===== src/rtl/ram_fifo_pkg.sv =====
// ram_fifo_pkg
// Shared constants and types for the ram_fifo_level FIFO family.
//   FIFO_STD / FIFO_FWFT : read-mode selectors for the FWFT parameter
//   DEF_AE_THRESH        : default almost-empty threshold
//   DEF_AF_MARGIN        : default almost-full distance below 2**ADDR_W
//   rd_src_e             : which register currently drives rdata
//   fifo_cap()           : total capacity, including the FWFT output stage
package ram_fifo_pkg;

    localparam int FIFO_STD      = 0;
    localparam int FIFO_FWFT     = 1;
    localparam int DEF_AE_THRESH = 2;
    localparam int DEF_AF_MARGIN = 2;

    typedef enum logic [1:0] {
        SRC_ZERO = 2'd0,  // nothing read since reset
        SRC_MEM  = 2'd1,  // RAM read register
        SRC_BYP  = 2'd2   // FWFT bypass register
    } rd_src_e;

    function automatic int fifo_cap(input int addr_w, input int fwft);
        return (1 << addr_w) + fwft;
    endfunction

endpackage


===== src/rtl/ram_fifo_mem.sv =====
// ram_fifo_mem
// Simple dual-port RAM, 2**ADDR_W x WIDTH, with a registered read port.
// The array and the read register are not reset.
//   clk   : rising-edge clock
//   we    : write enable
//   waddr : write address
//   wdata : write data
//   re    : read enable; rdata updates only when re is high
//   raddr : read address
//   rdata : registered read data
module ram_fifo_mem #(
    parameter int WIDTH  = 8,
    parameter int ADDR_W = 9
) (
    input  logic              clk,
    input  logic              we,
    input  logic [ADDR_W-1:0] waddr,
    input  logic [WIDTH-1:0]  wdata,
    input  logic              re,
    input  logic [ADDR_W-1:0] raddr,
    output logic [WIDTH-1:0]  rdata
);

    logic [WIDTH-1:0] mem [2**ADDR_W];

    always_ff @(posedge clk) begin
        if (we) begin
            mem[waddr] <= wdata;
        end
        if (re) begin
            rdata <= mem[raddr];
        end
    end

endmodule


===== src/rtl/ram_fifo_level.sv =====
// ram_fifo_level
// RAM-based FIFO with fill level, almost-full/almost-empty thresholds and
// overflow/underflow pulses. FWFT selects standard (registered pop) or
// first-word-fall-through reads; in FWFT mode the output stage is one entry.
//   clk          : rising-edge clock
//   res_n        : asynchronous active-low reset
//   shift_in     : push request
//   shift_out    : pop request
//   wdata        : push data
//   rdata        : read data
//   full         : level == capacity
//   empty        : level == 0
//   almost_full  : level >= AF_THRESH
//   almost_empty : level <= AE_THRESH
//   level        : current occupancy
//   overflow     : one-cycle pulse after a push while full
//   underflow    : one-cycle pulse after a pop while empty
module ram_fifo_level
    import ram_fifo_pkg::*;
#(
    parameter int WIDTH     = 8,
    parameter int ADDR_W    = 9,
    parameter int FWFT      = FIFO_STD,
    parameter int AF_THRESH = (2**ADDR_W) - DEF_AF_MARGIN,
    parameter int AE_THRESH = DEF_AE_THRESH
) (
    input  logic              clk,
    input  logic              res_n,
    input  logic              shift_in,
    input  logic              shift_out,
    input  logic [WIDTH-1:0]  wdata,
    output logic [WIDTH-1:0]  rdata,
    output logic              full,
    output logic              empty,
    output logic              almost_full,
    output logic              almost_empty,
    output logic [ADDR_W:0]   level,
    output logic              overflow,
    output logic              underflow
);

    localparam int CAP = fifo_cap(ADDR_W, FWFT);

    if (ADDR_W < 1 || AE_THRESH < 0 || AE_THRESH >= AF_THRESH || AF_THRESH > CAP) begin : g_bad_params
        $error("ram_fifo_level: illegal parameter combination");
    end

    localparam logic [ADDR_W:0] CAP_L = CAP[ADDR_W:0];
    localparam logic [ADDR_W:0] AF_L  = AF_THRESH[ADDR_W:0];
    localparam logic [ADDR_W:0] AE_L  = AE_THRESH[ADDR_W:0];
    localparam logic [ADDR_W:0] ONE   = {{ADDR_W{1'b0}}, 1'b1};

    // Pointers carry a wrap bit above the address so a full RAM is
    // distinguishable from an empty one.
    logic [ADDR_W:0]  wr_ptr;
    logic [ADDR_W:0]  rd_ptr;
    logic             ram_empty;
    logic             push_ok;
    logic             pop_ok;
    logic             mem_we;
    logic             mem_re;
    logic             stage_valid;
    logic             stage_load_ram;
    logic             stage_load_byp;
    logic             stage_drop;
    rd_src_e          rd_src;
    logic [WIDTH-1:0] byp_data;
    logic [WIDTH-1:0] mem_rdata;

    assign full         = (level == CAP_L);
    assign empty        = (level == '0);
    assign almost_full  = (level >= AF_L);
    assign almost_empty = (level <= AE_L);
    assign ram_empty    = (wr_ptr == rd_ptr);

    always_comb begin
        push_ok        = shift_in && !full;
        pop_ok         = shift_out && !empty;
        mem_we         = 1'b0;
        mem_re         = 1'b0;
        stage_load_ram = 1'b0;
        stage_load_byp = 1'b0;
        stage_drop     = 1'b0;
        if (FWFT == FIFO_FWFT) begin
            // The stage is invalid only while the RAM is empty, so a push
            // into that state goes straight to the stage and skips the RAM.
            if (!stage_valid || pop_ok) begin
                if (!ram_empty) begin
                    stage_load_ram = 1'b1;
                end else if (push_ok) begin
                    stage_load_byp = 1'b1;
                end else begin
                    stage_drop = 1'b1;
                end
            end
            mem_we = push_ok && !stage_load_byp;
            mem_re = stage_load_ram;
        end else begin
            mem_we = push_ok;
            mem_re = pop_ok;
        end
    end

    always_ff @(posedge clk or negedge res_n) begin
        if (!res_n) begin
            wr_ptr      <= '0;
            rd_ptr      <= '0;
            level       <= '0;
            overflow    <= 1'b0;
            underflow   <= 1'b0;
            stage_valid <= 1'b0;
            rd_src      <= SRC_ZERO;
            byp_data    <= '0;
        end else begin
            overflow  <= shift_in && full;
            underflow <= shift_out && empty;
            if (mem_we) begin
                wr_ptr <= wr_ptr + ONE;
            end
            if (mem_re) begin
                rd_ptr <= rd_ptr + ONE;
            end
            case ({push_ok, pop_ok})
                2'b10:   level <= level + ONE;
                2'b01:   level <= level - ONE;
                default: level <= level;
            endcase
            if (FWFT == FIFO_FWFT) begin
                if (stage_load_ram) begin
                    stage_valid <= 1'b1;
                    rd_src      <= SRC_MEM;
                end else if (stage_load_byp) begin
                    stage_valid <= 1'b1;
                    rd_src      <= SRC_BYP;
                    byp_data    <= wdata;
                end else if (stage_drop) begin
                    stage_valid <= 1'b0;
                end
            end else if (pop_ok) begin
                rd_src <= SRC_MEM;
            end
        end
    end

    // Both sources are registers that only change when selected, so rdata
    // holds its stale value whenever no reload happens.
    always_comb begin
        case (rd_src)
            SRC_MEM: rdata = mem_rdata;
            SRC_BYP: rdata = byp_data;
            default: rdata = '0;
        endcase
    end

    ram_fifo_mem #(
        .WIDTH  (WIDTH),
        .ADDR_W (ADDR_W)
    ) u_mem (
        .clk   (clk),
        .we    (mem_we),
        .waddr (wr_ptr[ADDR_W-1:0]),
        .wdata (wdata),
        .re    (mem_re),
        .raddr (rd_ptr[ADDR_W-1:0]),
        .rdata (mem_rdata)
    );

endmodule


===== config.mk =====
export PLATFORM = sky130hd
export DESIGN_NAME = ram_fifo_level
export DESIGN_NICKNAME = d
export VERILOG_FILES = /design/src/rtl/ram_fifo_pkg.sv /design/src/rtl/ram_fifo_mem.sv /design/src/rtl/ram_fifo_level.sv
export SDC_FILE = /design/constraint.sdc
export NUM_CORES = 2
export LEC_CHECK = 0
export ABC_CLOCK_PERIOD_IN_PS = 4250
export CAP_MARGIN = 20
export CELL_PAD_IN_SITES_DETAIL_PLACEMENT = 0
export CELL_PAD_IN_SITES_GLOBAL_PLACEMENT = 1
export CORE_MARGIN = 2
export CORE_UTILIZATION = 40
export DETAILED_ROUTE_END_ITERATION = 8
export PLACE_DENSITY_LB_ADDON = 0.1
export SYNTH_ARGS = -nofsm -noshare
export SYNTH_HDL_FRONTEND = slang
export SYNTH_SLANG_ARGS = --single-unit

===== constraint.sdc =====
create_clock -name clk -period 4.25 [get_ports clk]
set_input_delay 0.85 -clock clk [delete_from_list [all_inputs] [get_ports clk]]
set_output_delay 0.85 -clock clk [all_outputs]
set_load 0.02 [all_outputs]

## Yosys cells after proc, flatten, opt, wreduce, memory -nomap -nowiden

Memory sizes are Yosys's and may differ from the RTL's. A register that Yosys moved wholly into a read port is not among the register bits.
Index checks and enable logic that the tools add are counted.
Widths: inputs -> output; s select.

| word-level totals | value |
|---|---|
| bits in writable memories | 4,096 |
| input bits | 12 |
| logic and storage cells | 28 |
| memories kept | 1 |
| bits in registers | 33 |
| output and inout port bits | 24 |

| operators by class | value |
|---|---|
| $add $sub $neg | 4 |
| eq/ne operators | 3 |
| muxes and demuxes | 4 |
| reduce and logical (&&, ||, !) cells | 8 |
| magnitude comparators | 2 |

Memories:

| name | depth | bits a word | read ports | clocked after Yosys merged registers in | write ports | RTL line | text |
|---|---|---|---|---|---|---|---|
| u_mem.mem | 512 | 8 | 1 | 1 | 1 | ram_fifo_mem.sv:24 | `logic [WIDTH-1:0] mem [2**ADDR_W];` |

Operators by type and width:

| kind | number |
|---|---|
| $add 10x1->10 const B | 3 |
| $pmux 10 s2 | 1 |
| $eq 10x10->1 const B | 1 |
| $ge 10x9->1 const B | 1 |
| $le 10x2->1 const B | 1 |
| $logic_not 10->1 | 1 |
| $sub 10x1->10 const B | 1 |
| $mux 8 | 1 |
| $logic_and 1x1->1 | 4 |
| $eq 2x1->1 const B | 1 |
| $eq 2x2->1 const B | 1 |
| $logic_not 1->1 | 2 |
| $mux 1 | 2 |
| $reduce_bool 2->1 | 1 |

## Longest topological paths before layout

| depth | value |
|---|---|
| depth in word-level cells | 5 |
| depth in mapped cells | 14 |
| depth with buffers taken out | 13 |

## Modules after synthesis

A second synthesis with hierarchy kept.

| unflattened totals | value |
|---|---|
| cells, all modules | 8,208 |
| area, all modules | 161,856.5 µm² |

Modules (own cells, without submodules):

| module | sequential area each (µm²) | cells each | area an instance (µm²) | instances |
|---|---|---|---|---|
| ram_fifo_mem | 123,238.2 | 8,030 | 160,007.2 | 1 |
| ram_fifo_level | 775.7 | 178 | 1,849.3 | 1 |

## Worst setup path after synthesis

OpenSTA, ideal clock, no wires.

| timing | value |
|---|---|
| path kind | flip-flop to flip-flop |
| from | reg level[3] |
| to | reg level[8] |
| clock period less this slack | 3.814 ns |
| path slack | 0.436 ns |
| stages on the path, launching flop included | 14 |
| arrival | 3.677 ns |
| cells stage by stage | dfrtp_1 -> nor4_1 -> and4_1 -> nor2b_1 -> clkbuf_1 -> ha_1 -> fa_1 -> a21o_1 -> a21oi_1 -> o21bai_1 -> a21o_1 -> a21oi_1 -> nor4_1 -> or3b_2 |

| between the ends | value |
|---|---|
| word-level cells in the longest chain between the ends | 5 |

Ends and longest elaborated chain:

| item | RTL line | text |
|---|---|---|
| start: declaration | ram_fifo_level.sv:37 | `output logic [ADDR_W:0] level,` |
| start signal: assignment | ram_fifo_level.sv:124 | `2'b10: level <= level + ONE;` |
| start signal: assignment | ram_fifo_level.sv:125 | `2'b01: level <= level - ONE;` |
| start signal: assignment | ram_fifo_level.sv:126 | `default: level <= level;` |
| $logic_not 10->1 * | ram_fifo_level.sv:71 | `assign empty = (level == '0);` |
| net empty | ram_fifo_level.sv:34 | `output logic empty,` |
| $logic_not 1->1 * | ram_fifo_level.sv:78 | `pop_ok = shift_out && !empty;` |
| $logic_and 1x1->1 * | ram_fifo_level.sv:78 |  |
| net mem_re | ram_fifo_level.sv:61 | `logic mem_re;` |
| $eq 2x1->1 / $eq 2x2->1 (equally long branches) | ram_fifo_level.sv:123 | `case ({push_ok, pop_ok})` |
| $pmux 10 s2 / $reduce_bool 2->1 (equally long branches) | - |  |

Mark *: on every way through the listed nets, which the timed path passes. The rest lies on a longest branch.
A chain may end at the register's enable or synchronous reset.

==> impl_table.tex <==
\begin{tabular}{lr}
\hline
Metric & Value \\
\hline
\multicolumn{2}{l}{\textbf{Cells and area}} \\
\quad Commonest non-fill, non-tap cell in the layout & edfxtp\_1 \\
\quad Post-Route Utilization & 47.0\% \\
\quad Final instance count without filler cells & 14162 \\
\quad Nets@finish & 8552 \\
\quad Share of cells above drive strength 1 & 29.3\% \\
\quad Top library cells by usage in the layout, fill and taps aside & edfxtp\_1 (4104), mux4\_2 (928), buf\_4 (836) \\
\quad Final-layout fill cell count & 33214 \\
\quad Area growth, synth to finish & 17.1\% \\
\multicolumn{2}{l}{\textbf{Power}} \\
\quad Switching part of the total power & 31.6\% \\
\quad Share of total power in sequential cells & 38.3\% \\
\quad Static leakage power & 60.3 nW \\
\quad Switching power of the nets & 37.8 mW \\
\quad Int Power & 81.6 mW \\
\quad Power per cell area & 636 mW/mm\^{}2 \\
\quad Power consumption & 119 mW \\
\quad Worst vdd ir & 0.406 mV \\
\quad Combinational group share of total power & 29.6\% \\
\quad Share of total power in the clock network & 32.2\% \\
\multicolumn{2}{l}{\textbf{Placement}} \\
\quad Routability cong. & 0.833 \\
\quad Hpwl dp & 304000 um \\
\quad Port Buf Inserts & 35 \\
\quad Placed Instances & 13346 \\
\multicolumn{2}{l}{\textbf{Logic synthesis}} \\
\quad Synth warnings & 8 \\
\quad Portion of the post-synthesis area used by sequential elements & 77.3\% \\
\quad EDFF count, synth & 4104 \\
\quad Post-synthesis cell area & 0.160 mm\^{}2 \\
\quad Cell taking the most area after synthesis & edfxtp\_1 \\
\quad Ranking of synthesized cells by area & edfxtp\_1 (77\%), mux4\_2 (13\%), mux2i\_1 (1.9\%), nor2\_1 (1.4\%), a22oi\_1 (0.63\%) \\
\quad Synthesized area per cell & 21.2 um\^{}2 \\
\quad Post-Synthesis Cells & 7579 \\
\quad Number of unique standard cell types used by synthesis & 75 \\
\quad Asr flop ratio synth & 0.750\% \\
\quad Top FF cell, synth & edfxtp\_1 \\
\quad Fraction of post-synthesis cell area in the top cell type by area & 76.8\% \\
\quad Synthesized netlist net count & 7606 \\
\quad Synthesized flop and latch total & 4135 \\
\multicolumn{2}{l}{\textbf{Global route}} \\
\quad First-pass GRT wire length & 664000 um \\
\quad All-layer global routing usage & 23.2\% \\
\quad Vias in the first global route & 82400 \\
\quad Total global routing overflow & 0 \\
\quad Maximum number of pins on one net before global-route repair & 136 \\
\quad Number of antenna violations at the first check in global routing & 24 \\
\multicolumn{2}{l}{\textbf{Detailed routing}} \\
\quad Wirelength per Cell & 33.7 um \\
\quad WL final & 478000 um \\
\quad Number of routed nets with antenna violations & 0 \\
\quad Via/cell ratio & 5.72 \\
\quad DRC violations left & 0 \\
\quad Drt pass-1 iters & 6 \\
\quad Total number of vias & 81065 \\
\quad Iteration-0 DRC count of the detailed router & 9300 \\
\multicolumn{2}{l}{\textbf{Setup path}} \\
\quad Data arrival time of the critical path & 4.83 ns \\
\quad Required time worst endpoint & 4.97 ns \\
\quad Critical path endpoint category & flop \\
\quad Classification of the worst setup path & reg -> reg \\
\quad Number of cells on the worst reg-to-reg path & 10 \\
\quad Crit start category & flop \\
\quad Largest fanout on the critical path & 17 \\
\multicolumn{2}{l}{\textbf{Clocking}} \\
\quad CTS tree & done \\
\quad Source-to-sink clock delay at the later pin of the worst-skew pair & 0.98 ns \\
\quad H-tree levels & 5 \\
\quad Clock net sink count & 4135 \\
\quad Bufs on Longest Clock Path & 4 \\
\quad Clock transition at the registers of the reported paths & 0.06 ns \\
\quad Clock tree root buffer cell & clkbuf\_16 \\
\quad Number of buffers created by CTS & 441 \\
\multicolumn{2}{l}{\textbf{STA}} \\
\quad Number of max-slew violations in the final report & 0 \\
\quad Final number of setup-violating endpoints & 0 \\
\quad Part of the cycle the worst path needs & 96.8\% \\
\quad Maximum achievable frequency & 243 MHz \\
\quad Worst max-slew margin expressed relative to the limit & 23.2\% \\
\quad Hold Violations, Final & 0 \\
\quad Setup repair after global routing missed its margin & false \\
\quad Minimum clock period & 4.11 ns \\
\quad Clk\_skew & 0.0491 ns \\
\quad Post-Route Hold Slack & 0.273 ns \\
\quad Worst-margin pin slew & 1.15 ns \\
\multicolumn{2}{l}{\textbf{Die}} \\
\quad Die Span Y & 637 um \\
\quad Horizontal die dimension & 637 um \\
\quad Number of rows in the core area & 232 \\
\quad Placeable core area & 0.399 mm\^{}2 \\
\quad DIE AREA & 0.406 mm\^{}2 \\
\quad Top Ports & 36 \\
\quad Initial core utilization & 40.2\% \\
\multicolumn{2}{l}{\textbf{Worst hold path}} \\
\quad Hold path depth & 1 \\
\quad Path category of the worst min-delay check & in -> reg \\
\multicolumn{2}{l}{\textbf{Run status}} \\
\quad Outcome & finished, final reports clean \\
\multicolumn{2}{l}{\textbf{Run}} \\
\quad Count of maximum capacitance violations & 0 \\
\hline
\end{tabular}
-- area by class of cell --
cell class	instances	area (um^2)	share of cell area, %
Sequential cell	4135	124000	66.0
Timing Repair Buffer	976	8740	4.66
Tap cell	5265	6590	3.51
Clock inverter	276	2850	1.51
Inverter	10	37.5	0.0200
Clock buffer	533	11500	6.14
Antenna cell	6	15.0	0.00799
Multi-Input combinational cell	2961	34000	18.1
-- cell usage after synthesis (12+ instances only) --
| library cell | n |
|---|---|
| and2_1 | 16 |
| o22ai_1 | 89 |
| xnor2_1 | 18 |
| nor3_1 | 24 |
| ha_1 | 14 |
| a21oi_1 | 73 |
| buf_4 | 57 |
| nand2b_1 | 13 |
| mux2_2 | 36 |
| a211oi_1 | 50 |
| a221oi_1 | 60 |
| o221ai_1 | 21 |
| nand3_1 | 67 |
| clkbuf_1 | 196 |
| o211ai_1 | 21 |
| buf_1 | 23 |
| o21ai_0 | 93 |
| a22oi_1 | 134 |
| dfrtp_1 | 31 |
| buf_2 | 140 |
| nand2_1 | 168 |
| nor2b_1 | 21 |
| mux4_2 | 928 |
| o21ai_1 | 15 |
| nor2_1 | 580 |
| edfxtp_1 | 4104 |
| buf_6 | 43 |
| a31oi_1 | 18 |
| mux2i_1 | 308 |
| a22o_1 | 21 |
| o31ai_1 | 12 |
-- per-layer routing --
layer / track usage, % / up-vias / share of wire [%]
met2: 38.3 / 2883 / 49
met1: 32.8 / 43999 / 43
met3: 3.46 / 591 / 6.3
li1: - / 33590 / -
met5: 0 / - / 0.0027
met4: 5.24 / 2 / 2.3
-- cells by family after synthesis --
group / count (synthesis) / synth area share (%)
compound gates: 690 / 3.03
flops: 4135 / 77.3
simple gates: 961 / 2.57
mux: 1272 / 15.2
xor+xnor: 23 / 0.126
buf+inv: 483 / 1.68
fa+ha+maj: 15 / 0.122
-- state kept, by name, summed over array words and instances (netlist names) --
register	cells
u_mem.mem	4096
level	10
rd_ptr	9
wr_ptr	9
u_mem.rdata	8
overflow	1
rd_src	1
underflow	1
-- what timing repair did --
| action | in CTS | in global routing |
|---|---|---|
| hold buffers | 1 | 0 |
| gates resized for setup | 3 | 0 |
| setup endpoints to repair | 1 | 0 |
| hold endpoints to repair | 13 | 0 |
| buffers inserted | 0 | 0 |
-- critical path, stage by stage (launching register included) --
cell	delay, ns
dfrtp_4	0.55
buf_12	0.28
buf_4	0.32
mux4_2	0.55
mux2i_1	0.43
o22ai_1	0.24
a211oi_2	0.49
nor2_1	0.10
nor4_2	0.53
buf_4	0.24
a32oi_1	0.06
-- through the flow --
step / worst slack, ns / setup TNS [ns] / cell area, um^2
after floorplan: 0.436 / 0 / 160000
after global placement: -0.382 / -0.382 / 173000
after detailed placement: -0.383 / -0.383 / 173000
after CTS: 0.0807 / 0 / 188000
after global routing: 0.0271 / 0 / 188000
final: 0.137 / 0 / 188000
-- final timing paths --
path                                       start                     endpoint  slack, ns
min                                     wdata[0]  u_mem.mem[220][0]$_DFFE_PP_       0.27
min in group asynchronous                  res_n         level[4]$_DFFE_PN0P_       0.35
max                        rd_ptr[1]$_DFFE_PN0P_     u_mem.rdata[6]$_DFFE_PP_       0.14
max reg2reg                rd_ptr[1]$_DFFE_PN0P_     u_mem.rdata[6]$_DFFE_PP_       0.14
max in group asynchronous                  res_n        rd_ptr[4]$_DFFE_PN0P_       3.14
min reg2reg                 level[9]$_DFFE_PN0P_         level[9]$_DFFE_PN0P_       0.56
-- power by group through the flow --
stage	registers, mW	clock network [mW]	logic (mW)
final	45.7	38.4	35.3
after global placement	46.5	0	35.7
after floorplan	46.2	0	20.5
after CTS	45.7	39.2	35.9
after global routing	45.7	40.7	36.9
after detailed placement	46.5	0	35.8
Power figures use the tool's default switching activity.
